===== src/rtl/segment_share_scheduler.sv =====
// Shares one fixed-latency segment datapath between the if/else requesters with round-robin arbitration and tagged returns.
// Optional grant counters (gcnt_0/gcnt_1) are compiled in when SCHED_STATS_EN is defined.
module segment_share_scheduler #(
  parameter int WIDTH   = 32,
  parameter int LATENCY = 1
) (
  input  logic             clk,
  input  logic             reset,
  input  logic             start,
  input  logic             stop,
  input  logic             req_0,
  input  logic [WIDTH-1:0] data_0,
  input  logic             req_1,
  input  logic [WIDTH-1:0] data_1,
  output logic             gnt_0,
  output logic             gnt_1,
  output logic             dp_start,
  output logic [WIDTH-1:0] dp_in,
  input  logic [WIDTH-1:0] dp_out,
  output logic [WIDTH-1:0] result,
  output logic             valid_0,
  output logic             valid_1,
  output logic             busy,
`ifdef SCHED_STATS_EN
  output logic [15:0]      gcnt_0,
  output logic [15:0]      gcnt_1,
`endif
  output logic             done
);

  localparam int CW = $clog2(LATENCY + 3);

  typedef enum logic [1:0] {IDLE = 2'd0, RUN = 2'd1, DRAIN = 2'd2} state_t;

  state_t           state_q;
  logic             rr_q;
  logic             dp_start_q;
  logic [WIDTH-1:0] dp_in_q;
  logic [WIDTH-1:0] result_q;
  logic             valid_0_q;
  logic             valid_1_q;
  logic             done_q;
  logic [LATENCY:0] tag_v_q;
  logic [LATENCY:0] tag_id_q;
  logic [CW-1:0]    inflight_q;
  logic [CW-1:0]    inflight_d;
  logic             contested;
  logic             gnt_any;
  logic             ret_any;

  // rr_q names the requester that wins the next contested cycle
  always_comb begin
    gnt_0     = 1'b0;
    gnt_1     = 1'b0;
    contested = req_0 & req_1;
    if (state_q == RUN) begin
      if (contested) begin
        gnt_0 = ~rr_q;
        gnt_1 = rr_q;
      end else begin
        gnt_0 = req_0;
        gnt_1 = req_1;
      end
    end
  end

  assign gnt_any = gnt_0 | gnt_1;
  assign ret_any = valid_0_q | valid_1_q;

  always_comb begin
    inflight_d = inflight_q;
    if (gnt_any && !ret_any) begin
      inflight_d = inflight_q + CW'(1);
    end else if (!gnt_any && ret_any) begin
      inflight_d = inflight_q - CW'(1);
    end
  end

  always_ff @(posedge clk or posedge reset) begin
    if (reset) begin
      state_q    <= IDLE;
      rr_q       <= 1'b0;
      dp_start_q <= 1'b0;
      dp_in_q    <= '0;
      result_q   <= '0;
      valid_0_q  <= 1'b0;
      valid_1_q  <= 1'b0;
      done_q     <= 1'b0;
      tag_v_q    <= '0;
      tag_id_q   <= '0;
      inflight_q <= '0;
    end else begin
      dp_start_q <= gnt_any;
      if (gnt_any) begin
        dp_in_q <= gnt_1 ? data_1 : data_0;
      end
      if (state_q == RUN && contested) begin
        rr_q <= ~rr_q;
      end
      // Tag stage LATENCY lines up with dp_out for the op that owns it
      tag_v_q   <= {tag_v_q[LATENCY-1:0], gnt_any};
      tag_id_q  <= {tag_id_q[LATENCY-1:0], gnt_1};
      valid_0_q <= tag_v_q[LATENCY] & ~tag_id_q[LATENCY];
      valid_1_q <= tag_v_q[LATENCY] & tag_id_q[LATENCY];
      if (tag_v_q[LATENCY]) begin
        result_q <= dp_out;
      end
      inflight_q <= inflight_d;
      done_q     <= 1'b0;
      case (state_q)
        IDLE:    if (start) state_q <= RUN;
        RUN:     if (stop) state_q <= DRAIN;
        DRAIN: begin
          if (inflight_d == '0) begin
            state_q <= IDLE;
            done_q  <= 1'b1;
          end
        end
        default: state_q <= IDLE;
      endcase
    end
  end

`ifdef SCHED_STATS_EN
  logic [15:0] gcnt_0_q;
  logic [15:0] gcnt_1_q;

  always_ff @(posedge clk or posedge reset) begin
    if (reset) begin
      gcnt_0_q <= '0;
      gcnt_1_q <= '0;
    end else if (state_q == IDLE && start) begin
      gcnt_0_q <= '0;
      gcnt_1_q <= '0;
    end else begin
      if (gnt_0 && gcnt_0_q != 16'hFFFF) gcnt_0_q <= gcnt_0_q + 16'd1;
      if (gnt_1 && gcnt_1_q != 16'hFFFF) gcnt_1_q <= gcnt_1_q + 16'd1;
    end
  end

  assign gcnt_0 = gcnt_0_q;
  assign gcnt_1 = gcnt_1_q;
`endif

  assign dp_start = dp_start_q;
  assign dp_in    = dp_in_q;
  assign result   = result_q;
  assign valid_0  = valid_0_q;
  assign valid_1  = valid_1_q;
  assign busy     = (state_q != IDLE);
  assign done     = done_q;

endmodule


===== config.mk =====
export PLATFORM = sky130hd
export DESIGN_NAME = segment_share_scheduler
export DESIGN_NICKNAME = d
export VERILOG_FILES = /design/src/rtl/segment_share_scheduler.sv
export SDC_FILE = /design/constraint.sdc
export NUM_CORES = 1
export LEC_CHECK = 0
export CELL_PAD_IN_SITES_DETAIL_PLACEMENT = 0
export CELL_PAD_IN_SITES_GLOBAL_PLACEMENT = 1
export CORE_MARGIN = 2
export CORE_UTILIZATION = 28
export DETAILED_ROUTE_END_ITERATION = 10
export GPL_ROUTABILITY_DRIVEN = 1
export PLACE_DENSITY = 0.81
export SLEW_MARGIN = 25
export SYNTH_ARGS = -nofsm -noshare
export SYNTH_HDL_FRONTEND = slang
export SYNTH_SLANG_ARGS = --single-unit

===== constraint.sdc =====
create_clock -name clk -period 2.3 [get_ports clk]
set_input_delay 0.23 -clock clk [delete_from_list [all_inputs] [get_ports clk]]
set_output_delay 0.23 -clock clk [all_outputs]
set_load 0.03 [all_outputs]

==> impl_metrics.toml <==
[run_status]
status = "complete, no violations"

[power_and_ir_drop]
power_mw = 7.245
leakage_nw = 2.127
ir_drop_mv = 0.5761
cellPowerDensity_nw_per_um2 = 1400

[floorplan]
rows = 38
initial_core_util = 0.2861
core_area_um2 = 10840
die_area_um2 = 11940
die_h_um = 109.3
die_x_um = 109.3
ioPinCount = 173

[clocking]
clk_latency_ns = 0.33
cts_resized = 0
clock_path_buffers = 2
cts_setup_buffers = 0
cts_made_buffers = 9
clock-sinks = 76
clk_pin_slew_ns = 0.08
hold_buffers = 0
clock_tree.root_cell = "clkbuf_8"
cts_max_level = 3
cts_tree = "done"

[worst_setup_path]
worstPathMaxFanout = 5
critPathKind = "flip-flop to output port"
cp.required_ns = 2.07
crit_family = "buffers and inverters"
rr_endpoint = "dp_in[22]"
setup.worst_path.start_class = "flip-flop"
crit_chain = "and2b_4, nand2_1, a21oi_1, clkdlybuf4s50_1"
cp.arrival_ns = 1.92
cp_slowest_cell = "clkdlybuf4s50_1"
end_kind = "output port"
critPathBufInv = 1
rrSetupSlack_ns = 0.72
cp_slowest_stage_delay_ns = 0.69
reg2reg_depth = 5
rr_startpoint = "state_q[1]"

[placed_design]
place_congestion = 0.6906
pre_cts_ws_ns = 0.4630
place_inst = 581
dpl.hpwl_mm = 5.976
port_buffers = 172

[sta]
layout_setup_ws_ns = 0.1498
finalClockSkew_ns = 0.008022
max_freq_mhz = 465.1
min_period_over_period = 0.9349
slew_violations = 0
max_slew_margin = 0.7229
tightest_slew_ns = 0.4152
setup-violations-final = 0
hold_viol = 0
setup_tns_ns = 0
rsz0062_at_grt = "no"
final.min_clock_period_ns = 2.150

[drt]
post-route-drc-count = 0
routed_wirelength_mm = 7.964
vias_per_cell = 4.352
routedWlPerCell_um = 13.34
dr.pass1.iters = 4
drtIter0Drc = 86
vias = 2598
drtAntennaViolNets = 0

[grt]
grt_pass1_wl_mm = 12.28
first_global_vias = 2501
track_usage = 0.1337
antenna_found_initial = 0
grt-ovfl-total = 0
grt_max_degree = 55

[synth]
synth-xor-area-share = 0.01129
synth_mux_area_frac = 0.1226
syn-cell-area_um2 = 3102
synthAdderAreaFrac = 0
synth-simple-area-share = 0.1456
synthDistinctLibCells = 25
synth_nets = 382
synth_area_per_cell_um2 = 11.08
synthCells = 280
synth-seq-cells = 76
synth_compound_area_frac = 0.07221
synth_top_family_by_area = "simple AND/OR/NAND/NOR gates"
yosysWarnings = 0
synth_seq_area_share = 0.6132

[layout]
nets = 554
ff_latch_area_um2 = 1902
final_util = 0.4774
num-fill-cells = 1028
layout_common_cells = "clkdlybuf4s50_1 (171), dfrtp_1 (76), nand2_1 (66)"
drive_above_1_share = 0.1313
mostFrequentLayoutCell = "clkdlybuf4s50_1"
diodes = 0
multiInputGateArea_um2 = 1091
syn_to_final_growth_pct = 66.84
fin_cells = 597

[min_path]
min_path_type = "input pin to asynchronous set/reset pin"

[job]
drv_cap = 0
==> power by group <==
group	internal, mW	switching [mW]
Sequential	1.98	0.326
Combinational	1.80	2.16
Clock	0.502	0.484
==> logic make-up after synthesis <==
family / Yosys count
flip-flops: 76
AO/OA/AOI/OAI: 36
XOR/XNOR: 4
buffers and inverters: 20
AND/OR/NAND/NOR: 110
multiplexers: 34
==> routing by layer <==
metal	routed length, um	track usage
met1	3372	0.1690
met2	3661	0.2112
met3	837	0.04901
met4	91	0.04611
met5	0	0
==> how the worst max path moves through the flow <==
stage,startpoint,endpoint,slack [ns],cells after the start
global placement,req_0,gnt_0,0.45,4
detailed placement,req_0,gnt_0,0.46,4
floorplan,reset,done,0.13,1
CTS,state_q[1],gnt_0,0.13,4
finish,state_q[1],gnt_0,0.15,4
global route,state_q[1],gnt_0,0.07,4
==> metrics by stage <==
step	area [um^2]	hold WS [ns]
3_5_place_dp	4982	0.3455
3_3_place_gp	4982	0.3322
6_report	5175	0.2009
4_1_cts	5175	0.1978
5_1_grt	5175	0.2269
2_1_floorplan	3102	0.3312
==> synthesized netlist by cell type, drive strengths merged <==
cell | instances | area, um^2
dfrtp | 76 | 1902
nand2 | 66 | 247.7
nor2 | 35 | 131.4
a31oi | 32 | 200.2
mux2 | 32 | 360.4
buf | 16 | 93.84
inv | 3 | 11.26
xnor2 | 3 | 26.28
and2 | 2 | 12.51
mux2i | 2 | 20.02
nand3 | 2 | 22.52
o21ai | 2 | 10.01
a21oi | 1 | 5.000
and2b | 1 | 10.01
clkbuf | 1 | 3.750
nand2b | 1 | 6.260
nor2b | 1 | 6.260
nor4b | 1 | 8.760
o21a | 1 | 8.760
or2 | 1 | 6.260
xor2 | 1 | 8.760
==> layout make-up <==
cell class	instances	share of cell area
Clock inverter	6	0.01257
Sequential cell	76	0.3675
Timing Repair Buffer	178	0.3482
Tap cell	140	0.03385
Inverter	3	0.002418
Clock buffer	10	0.02466
Multi-Input combinational cell	184	0.2108
==> state kept, by name, summed over array words and instances, names as in the netlist <==
signal      flops
dp_in          32
tag_id_q        2
done            1
inflight_q      2
valid_1         1
result         32
valid_0         1
tag_v_q         2
rr_q            1
state_q         2
Note: power is estimated with default switching activity, not from simulation.
